### config.mk
export PLATFORM = sky130hd
export DESIGN_NAME = block_sync_locker_flat
export DESIGN_NICKNAME = d
export VERILOG_FILES = /design/src/rtl/yarr_rx_pkg.sv /design/src/rtl/block_sync_locker_if.sv /design/src/rtl/block_sync_window.sv /design/src/rtl/block_sync_locker.sv /design/src/flat_wrapper.sv
export SDC_FILE = /design/constraint.sdc
export NUM_CORES = 1
export LEC_CHECK = 0
export ABC_CLOCK_PERIOD_IN_PS = 6400
export BUFFER_PORTS_ARGS = -buffer_cell sky130_fd_sc_hd__buf_2
export CAP_MARGIN = 40
export CELL_PAD_IN_SITES_DETAIL_PLACEMENT = 2
export CELL_PAD_IN_SITES_GLOBAL_PLACEMENT = 2
export CORE_MARGIN = 2
export CORE_UTILIZATION = 40
export DETAILED_ROUTE_END_ITERATION = 12
export PLACE_DENSITY_LB_ADDON = 0.1
export SYNTH_ARGS = -nofsm -noshare
export SYNTH_HDL_FRONTEND = slang
export SYNTH_HIERARCHICAL = 1
export SYNTH_SLANG_ARGS = --single-unit
export TNS_END_PERCENT = 30
### constraint.sdc
create_clock -name clk_i -period 6.4 [get_ports clk_i]
set_clock_uncertainty 0.1 [all_clocks]
set_input_delay 0.96 -clock clk_i [delete_from_list [all_inputs] [get_ports clk_i]]
set_output_delay 0.96 -clock clk_i [all_outputs]
set_load 0.02 [all_outputs]
### src/rtl/yarr_rx_pkg.sv
// Shared RX definitions: sync-header codes and block-sync FSM states.
package yarr_rx_pkg;

  localparam logic [1:0] C_DATA_HEADER = 2'b01;
  localparam logic [1:0] C_CMD_HEADER  = 2'b10;

  typedef enum logic {
    SEARCH = 1'b0,
    LOCKED = 1'b1
  } sync_state_t;

  function automatic logic is_sync_header(input logic [1:0] hdr);
    return (hdr == C_DATA_HEADER) || (hdr == C_CMD_HEADER);
  endfunction

endpackage

### src/rtl/block_sync_locker_if.sv
// Gearbox-side input bundle and block-sync status outputs of block_sync_locker.
interface block_sync_locker_if #(
  parameter int unsigned BUF_W   = 194,
  parameter int unsigned CNT_W   = 6,
  parameter int unsigned BLOCK_W = 66
);
  localparam int unsigned OFF_W = $clog2(BLOCK_W);

  logic [BUF_W-1:0] gbox_buffer;
  logic [CNT_W-1:0] gbox_cnt;
  logic             buffer_dv;
  logic             force_relock_i;
  logic [OFF_W-1:0] block_offset;
  logic             locked_o;
  logic [1:0]       header_o;
  logic             header_valid_o;
  logic             slip_o;
  logic             cnt_err_o;

  modport master (
    output gbox_buffer, gbox_cnt, buffer_dv, force_relock_i,
    input  block_offset, locked_o, header_o, header_valid_o, slip_o, cnt_err_o
  );

  modport slave (
    input  gbox_buffer, gbox_cnt, buffer_dv, force_relock_i,
    output block_offset, locked_o, header_o, header_valid_o, slip_o, cnt_err_o
  );

endinterface

### src/rtl/block_sync_window.sv
// Captures a BLOCK_W+1 window out of the gearbox buffer and muxes out the
// two header bits at the current candidate offset.
module block_sync_window
  import yarr_rx_pkg::*;
#(
  parameter int unsigned BUF_W   = 194,
  parameter int unsigned BLOCK_W = 66,
  parameter int unsigned CNT_W   = 6,
  parameter int unsigned OFF_W   = $clog2(BLOCK_W)
) (
  input  logic             clk_i,
  input  logic             rst_i,
  input  logic [BUF_W-1:0] gbox_buffer,
  input  logic [CNT_W-1:0] gbox_cnt,
  input  logic             buffer_dv,
  input  logic [OFF_W-1:0] offset,
  output logic             win_vld,
  output logic [1:0]       hdr,
  output logic             cnt_err
);

  localparam int unsigned CNT_MAX = BUF_W - BLOCK_W - 1;

  logic [BLOCK_W:0] win;
  logic [BUF_W-1:0] aligned;
  logic [BLOCK_W:0] shifted;
  logic             in_range;

  // Shifts stand in for the variable part-selects so out-of-range indices never form.
  always_comb begin
    in_range = (32'(gbox_cnt) <= CNT_MAX);
    aligned  = gbox_buffer << gbox_cnt;
    shifted  = win << offset;
    hdr      = shifted[BLOCK_W -: 2];
  end

  always_ff @(posedge clk_i or posedge rst_i) begin
    if (rst_i) begin
      win     <= '0;
      win_vld <= 1'b0;
      cnt_err <= 1'b0;
    end else begin
      win_vld <= buffer_dv && in_range;
      cnt_err <= buffer_dv && !in_range;
      if (buffer_dv && in_range) begin
        win <= aligned[BUF_W-1 -: BLOCK_W+1];
      end
    end
  end

endmodule

### src/rtl/block_sync_locker.sv
// 64b/66b block-sync engine: hunts the header offset, declares lock after
// LOCK_CNT good headers and drops it on UNLOCK_BAD bad headers within WIN.
module block_sync_locker
  import yarr_rx_pkg::*;
#(
  parameter int unsigned BUF_W      = 194,
  parameter int unsigned BLOCK_W    = 66,
  parameter int unsigned CNT_W      = 6,
  parameter int unsigned LOCK_CNT   = 32,
  parameter int unsigned WIN        = 64,
  parameter int unsigned UNLOCK_BAD = 16
) (
  input logic                 clk_i,
  input logic                 rst_i,
  block_sync_locker_if.slave  bus
);

  localparam int unsigned OFF_W  = $clog2(BLOCK_W);
  localparam int unsigned GOOD_W = $clog2(LOCK_CNT + 1);
  localparam int unsigned WIN_W  = $clog2(WIN + 1);

  localparam logic [OFF_W-1:0]  OFF_LAST  = OFF_W'(BLOCK_W - 1);
  localparam logic [GOOD_W-1:0] GOOD_LAST = GOOD_W'(LOCK_CNT - 1);
  localparam logic [WIN_W-1:0]  HDR_LAST  = WIN_W'(WIN - 1);
  localparam logic [WIN_W-1:0]  BAD_LIMIT = WIN_W'(UNLOCK_BAD);

  sync_state_t       state_q, state_d;
  logic [OFF_W-1:0]  offset_q, offset_d, offset_inc;
  logic [GOOD_W-1:0] good_cnt_q, good_cnt_d;
  logic [WIN_W-1:0]  hdr_cnt_q, hdr_cnt_d;
  logic [WIN_W-1:0]  bad_cnt_q, bad_cnt_d, bad_sum;
  logic [1:0]        header_q, header_d;
  logic              hv_q, slip_q, slip_d;
  logic              win_vld, cnt_err, good;
  logic [1:0]        hdr;

  block_sync_window #(
    .BUF_W   (BUF_W),
    .BLOCK_W (BLOCK_W),
    .CNT_W   (CNT_W),
    .OFF_W   (OFF_W)
  ) u_window (
    .clk_i       (clk_i),
    .rst_i       (rst_i),
    .gbox_buffer (bus.gbox_buffer),
    .gbox_cnt    (bus.gbox_cnt),
    .buffer_dv   (bus.buffer_dv),
    .offset      (offset_q),
    .win_vld     (win_vld),
    .hdr         (hdr),
    .cnt_err     (cnt_err)
  );

  always_ff @(posedge clk_i or posedge rst_i) begin
    if (rst_i) begin
      state_q    <= SEARCH;
      offset_q   <= '0;
      good_cnt_q <= '0;
      hdr_cnt_q  <= '0;
      bad_cnt_q  <= '0;
      header_q   <= '0;
      hv_q       <= 1'b0;
      slip_q     <= 1'b0;
    end else begin
      state_q    <= state_d;
      offset_q   <= offset_d;
      good_cnt_q <= good_cnt_d;
      hdr_cnt_q  <= hdr_cnt_d;
      bad_cnt_q  <= bad_cnt_d;
      header_q   <= header_d;
      hv_q       <= win_vld;
      slip_q     <= slip_d;
    end
  end

  always_comb begin
    state_d    = state_q;
    offset_d   = offset_q;
    good_cnt_d = good_cnt_q;
    hdr_cnt_d  = hdr_cnt_q;
    bad_cnt_d  = bad_cnt_q;
    header_d   = win_vld ? hdr : header_q;
    slip_d     = 1'b0;
    good       = is_sync_header(hdr);
    offset_inc = (offset_q == OFF_LAST) ? '0 : offset_q + OFF_W'(1);
    bad_sum    = bad_cnt_q + WIN_W'(!good);

    // The header strobe above still fires when a relock discards the evaluation.
    if (bus.force_relock_i) begin
      state_d    = SEARCH;
      offset_d   = '0;
      good_cnt_d = '0;
      hdr_cnt_d  = '0;
      bad_cnt_d  = '0;
    end else if (win_vld) begin
      case (state_q)
        SEARCH: begin
          if (good) begin
            if (good_cnt_q == GOOD_LAST) begin
              state_d    = LOCKED;
              good_cnt_d = '0;
            end else begin
              good_cnt_d = good_cnt_q + GOOD_W'(1);
            end
          end else begin
            good_cnt_d = '0;
            offset_d   = offset_inc;
            slip_d     = 1'b1;
          end
        end
        LOCKED: begin
          // Unlock check counts the current header before the window rollover.
          if (bad_sum == BAD_LIMIT) begin
            state_d   = SEARCH;
            offset_d  = offset_inc;
            slip_d    = 1'b1;
            hdr_cnt_d = '0;
            bad_cnt_d = '0;
          end else if (hdr_cnt_q == HDR_LAST) begin
            hdr_cnt_d = '0;
            bad_cnt_d = '0;
          end else begin
            hdr_cnt_d = hdr_cnt_q + WIN_W'(1);
            bad_cnt_d = bad_sum;
          end
        end
        default: state_d = SEARCH;
      endcase
    end
  end

  assign bus.block_offset   = offset_q;
  assign bus.locked_o       = (state_q == LOCKED);
  assign bus.header_o       = header_q;
  assign bus.header_valid_o = hv_q;
  assign bus.slip_o         = slip_q;
  assign bus.cnt_err_o      = cnt_err;

endmodule
### src/flat_wrapper.sv
// flat-port wrapper written by rule: the top's interface ports become plain ports
module block_sync_locker_flat import yarr_rx_pkg::*;
#(
  parameter int unsigned BUF_W      = 194,
  parameter int unsigned BLOCK_W    = 66,
  parameter int unsigned CNT_W      = 6,
  parameter int unsigned LOCK_CNT   = 32,
  parameter int unsigned WIN        = 64,
  parameter int unsigned UNLOCK_BAD = 16
)
  (clk_i, rst_i, bus_gbox_buffer, bus_gbox_cnt, bus_buffer_dv, bus_force_relock_i, bus_block_offset, bus_locked_o, bus_header_o, bus_header_valid_o, bus_slip_o, bus_cnt_err_o);
  block_sync_locker_if #(.BUF_W(BUF_W), .CNT_W(CNT_W), .BLOCK_W(BLOCK_W)) bus_i ();
  input logic clk_i;
  input logic rst_i;
  input wire logic [$bits(bus_i.gbox_buffer)-1:0] bus_gbox_buffer;
  input wire logic [$bits(bus_i.gbox_cnt)-1:0] bus_gbox_cnt;
  input wire logic [$bits(bus_i.buffer_dv)-1:0] bus_buffer_dv;
  input wire logic [$bits(bus_i.force_relock_i)-1:0] bus_force_relock_i;
  output wire logic [$bits(bus_i.block_offset)-1:0] bus_block_offset;
  output wire logic [$bits(bus_i.locked_o)-1:0] bus_locked_o;
  output wire logic [$bits(bus_i.header_o)-1:0] bus_header_o;
  output wire logic [$bits(bus_i.header_valid_o)-1:0] bus_header_valid_o;
  output wire logic [$bits(bus_i.slip_o)-1:0] bus_slip_o;
  output wire logic [$bits(bus_i.cnt_err_o)-1:0] bus_cnt_err_o;
  assign bus_i.gbox_buffer = bus_gbox_buffer;
  assign bus_i.gbox_cnt = bus_gbox_cnt;
  assign bus_i.buffer_dv = bus_buffer_dv;
  assign bus_i.force_relock_i = bus_force_relock_i;
  assign bus_block_offset = bus_i.block_offset;
  assign bus_locked_o = bus_i.locked_o;
  assign bus_header_o = bus_i.header_o;
  assign bus_header_valid_o = bus_i.header_valid_o;
  assign bus_slip_o = bus_i.slip_o;
  assign bus_cnt_err_o = bus_i.cnt_err_o;
  block_sync_locker #(.BUF_W(BUF_W), .BLOCK_W(BLOCK_W), .CNT_W(CNT_W), .LOCK_CNT(LOCK_CNT), .WIN(WIN), .UNLOCK_BAD(UNLOCK_BAD)) u_core (.clk_i(clk_i), .rst_i(rst_i), .bus(bus_i));
endmodule
==> impl_results.rst <==
.. list-table::
   :header-rows: 1

   * - Metric
     - Value
   * - Leading cell types in the layout, fill and taps excluded
     - nand2_1 (221), mux4_2 (170), buf_2 (152), nor2_1 (142), mux2i_1 (137)
   * - Library cell used as clock root buffer
     - clkbuf_16
   * - Cell family contributing the most delay on the critical path
     - compound AO/OA/AOI/OAI gates
   * - Class of the worst hold path
     - flip-flop to flip-flop
   * - Site row count
     - 70
   * - Number of I/O pins
     - ~220
   * - PostCTS Resize Cnt
     - 0
   * - Register bit total from synthesis
     - 100
   * - R2r worst-path depth
     - 16
   * - Number of synthesized flops with an enable pin
     - 0
   * - TritonCTS clock tree
     - built
   * - Average wire per standard cell
     - 35.8 microns
   * - R2R setup slack
     - 1.17 ns
   * - Area added between synthesis and finish
     - 8.73%
   * - Worst setup slack after layout
     - approximately 1.2 ns
   * - Share of flip-flops with an asynchronous set or reset
     - between 90% and 100%
   * - Run status
     - complete, no violations
   * - Number of input and output port buffers inserted
     - 151
   * - Global placer's final weighted congestion
     - 0.999
   * - Worst skew pair latency
     - roughly 0.36 ns
   * - Power per cell area
     - between 150 and 200 nW/um^2
   * - Residual DRC
     - 0
   * - Final wirelength
     - 77600 microns
   * - Total negative slack for setup checks
     - 0 ns
   * - Number of cells on the worst hold path
     - 1
   * - Number of routed nets with antenna violations
     - 0
   * - Combined area of all synthesized cells
     - about 15000 sq um
   * - Reg clk slew, reported paths
     - 0.07 ns
   * - Number of buffers created by CTS
     - 9
   * - Leading cell type in the layout, fill and taps excluded
     - nand2_1
   * - Post-layout total power
     - roughly 3200 uW
   * - Vias per Instance
     - 7.31
   * - Worst slew margin
     - between 30% and 40%
   * - Final critical delay including setup and external delays
     - approximately 5.2 ns
   * - Pin slew with the least headroom to its limit
     - approximately 1 ns
   * - Leakage Power
     - ~0.0063 uW
   * - Synthesized area per cell
     - 9.14 sq um
   * - Crit path kind
     - flip-flop to flip-flop
   * - Overall global routing resource usage
     - 40.3%
   * - FF-to-FF End
     - u_core/bus.block_offset[4]
   * - Vias in the first global route
     - between 15000 and 20000
   * - Critical hold path startpoint
     - u_core/hdr_cnt_q[6]
   * - Worst EP required
     - 6.55 ns
   * - Cell Count Post-Placement
     - around 2200
   * - Core box area
     - 36600 sq um
   * - Fmax
     - approximately 190 MHz
   * - Die Area
     - just under 40000 sq um
   * - Terminating pin of the worst hold path
     - u_core/hdr_cnt_q[6]
   * - Global-route wire length before repair
     - about 110000 microns
   * - RSZ-0062 raised after global routing
     - no
   * - Startpoint of the worst-slack reg-to-reg timing path
     - u_core/bus.block_offset[1]
   * - Biggest cell delay along the critical path
     - roughly 0.6 ns
   * - Post-Layout Cell Count
     - 2169
   * - Initial standard-cell utilization of the core
     - approximately two fifths
   * - Largest voltage drop on the vdd net
     - 0.000146 V
   * - Most instantiated flip-flop cell in the synthesis netlist
     - dfrtp_1
   * - Detailed-placement wirelength estimate
     - between 60000 and 70000 microns
   * - CTS sink count
     - 100
   * - Netlist cell types
     - 83
   * - Buffer levels on the longest clock path
     - 2
   * - Slew Viols, Final
     - 0
   * - List of cells traversed by the critical path
     - buf_4, mux4_2, nor2b_1, a211oi_1, a211oi_1, a21oi_1, o311ai_0, xor2_1, inv_1, ha_1, nand2b_1, nor4_1, o32a_4, a22o_4, a21oi_1, a21o_1
   * - Total count of hold-check failures in the final report
     - 0
   * - Max-capacitance violation count
     - 0
   * - Proportion of synthesized chip area in sequential cells
     - between 10% and 20%
   * - Leftover overflow at the end of global routing
     - 0
   * - Chip width
     - approximately 200 microns
   * - Vias post-DR
     - 15900
   * - Number of endpoints failing setup at the final stage
     - 0
   * - Worst EP arrival
     - roughly 5.4 ns
   * - Maximum number of pins on one net before global-route repair
     - 89
   * - Share of cells above drive strength 1
     - 29.3%
   * - Slowest cell on crit path
     - dfrtp_1
   * - Number of warnings reported in the yosys synthesis log
     - 6
   * - DRC violation total after the first TritonRoute iteration
     - just over 2000
   * - Level count of the clock H-tree
     - 3
   * - Antenna violations before repair
     - 4
   * - Cells after synthesis
     - roughly 1600
   * - Count of TritonRoute iterations in the first routing pass
     - 6
   * - Post-Place Setup Slack
     - between 1 and 1.5 ns
   * - Count of hold-fix buffers inserted at cts
     - 0
   * - Filler Cell Count
     - between 3000 and 4000
   * - Y dimension of the die
     - 197 microns
   * - End-of-flow core utilization
     - between 40% and 50%
   * - Number of setup buffers added after CTS
     - 0
   * - Nets
     - 1905
   * - Largest fanout on the critical path
     - 13
   * - Share of the clock period used by the worst path
     - 81.7%
   * - Endpoint class of the critical path
     - flip-flop
   * - Net count after synthesis
     - ~1800
   * - Startpoint class of the critical path
     - flip-flop
   * - Buffers plus inverters on the worst setup path
     - 2
-- sequential cells by signal, summed over array words and instances (netlist names), 2 cells and up --
name	cells
u_core/bad_cnt_q	7
u_core/bus.block_offset	7
u_core/bus.header_o	2
u_core/good_cnt_q	6
u_core/hdr_cnt_q	7
u_core/u_window/win	67
-- synth_stat cells (7+ instances only) --
library cell / instances / share of area, %
a2111oi_0: 7 / 0.41
a211o_1: 9 / 0.53
a211oi_1: 30 / 1.5
a21oi_1: 93 / 3.1
a221oi_1: 10 / 0.59
a22o_1: 10 / 0.59
a22oi_1: 22 / 1.1
a311oi_1: 9 / 0.53
a31oi_1: 20 / 0.84
and2_1: 11 / 0.46
and3_1: 10 / 0.42
buf_1: 17 / 0.43
buf_2: 46 / 1.5
buf_4: 13 / 0.65
buf_6: 9 / 0.68
clkbuf_1: 62 / 1.6
dfrtp_1: 100 / 17
inv_1: 19 / 0.48
mux2_2: 88 / 6.6
mux2i_1: 137 / 9.2
mux4_2: 170 / 26
nand2_1: 221 / 5.6
nand2b_1: 14 / 0.59
nand3_1: 48 / 1.6
nor2_1: 142 / 3.6
nor2b_1: 15 / 0.63
nor3_1: 40 / 1.3
o211ai_1: 18 / 0.91
o21ai_0: 60 / 2.0
o221ai_1: 20 / 1.2
o22ai_1: 35 / 1.5
o2bb2ai_1: 7 / 0.41
or2_2: 7 / 0.29
-- metal layers --
| metal | part of all wire (%) | up-vias | GRT usage (%) |
|---|---|---|---|
| li1 | - | 6531 | - |
| met1 | 41 | 8228 | 54.6 |
| met2 | 45 | 911 | 63.5 |
| met3 | 8.2 | 193 | 5.45 |
| met4 | 5.7 | 2 | 19.9 |
| met5 | 0.019 | - | 0 |
-- cell type report --
| cell class | count | area (sq um) | area share, % |
|---|---|---|---|
| Multi-Input combinational cell | 1361 | 11600 | 71.5 |
| Antenna cell | 2 | 5.00 | 0.0309 |
| Tap cell | 468 | 586 | 3.61 |
| Sequential cell | 100 | 2500 | 15.5 |
| Clock inverter | 5 | 30.0 | 0.185 |
| Clock buffer | 10 | 229 | 1.41 |
| Timing Repair Buffer | 201 | 1190 | 7.33 |
| Inverter | 22 | 85.1 | 0.525 |
-- report_power, final --
group          internal [uW]  switching, uW  leakage, uW  total, uW
Clock                    260            252     0.000124        512
Combinational            747           1100      0.00500       1850
Sequential               725           95.6      0.00122        820
-- metrics by stage --
step / hold slack (ns) / area (sq um)
after floorplan: 0.365 / 14900
after global routing: 0.440 / 16200
after detailed placement: 0.401 / 15900
after CTS: 0.421 / 16200
final: 0.417 / 16200
after global placement: 0.392 / 15800
-- worst max path at each step --
stage / from / endpoint / slack (ns) / depth (start not counted)
2_1_floorplan: u_core/bus.block_offset[0] / u_core/hdr_cnt_q[3] / 1.84 / 19
3_3_place_gp: u_core/bus.block_offset[2] / u_core/bus.block_offset[5] / 1.33 / 14
3_5_place_dp: u_core/bus.block_offset[1] / u_core/bus.block_offset[4] / 1.21 / 16
4_1_cts: u_core/bus.block_offset[1] / u_core/bus.block_offset[4] / 1.16 / 16
5_1_grt: u_core/bus.block_offset[1] / u_core/bus.block_offset[4] / 0.78 / 16
6_report: u_core/bus.block_offset[1] / u_core/bus.block_offset[4] / 1.17 / 16
-- cells by family after synthesis --
family | after synthesis | synth area share, %
buffers and inverters | 170 | 5.52
xor gates and xnor gates | 2 | 0.118
DFF | 100 | 16.8
AOI/OAI and AO/OA | 422 | 19.6
other | 1 | 0.0252
muxes | 396 | 41.6
adders and majority gates | 6 | 0.504
and+or+nand+nor | 534 | 15.8
No activity file was read; power rests on OpenSTA's default activity.
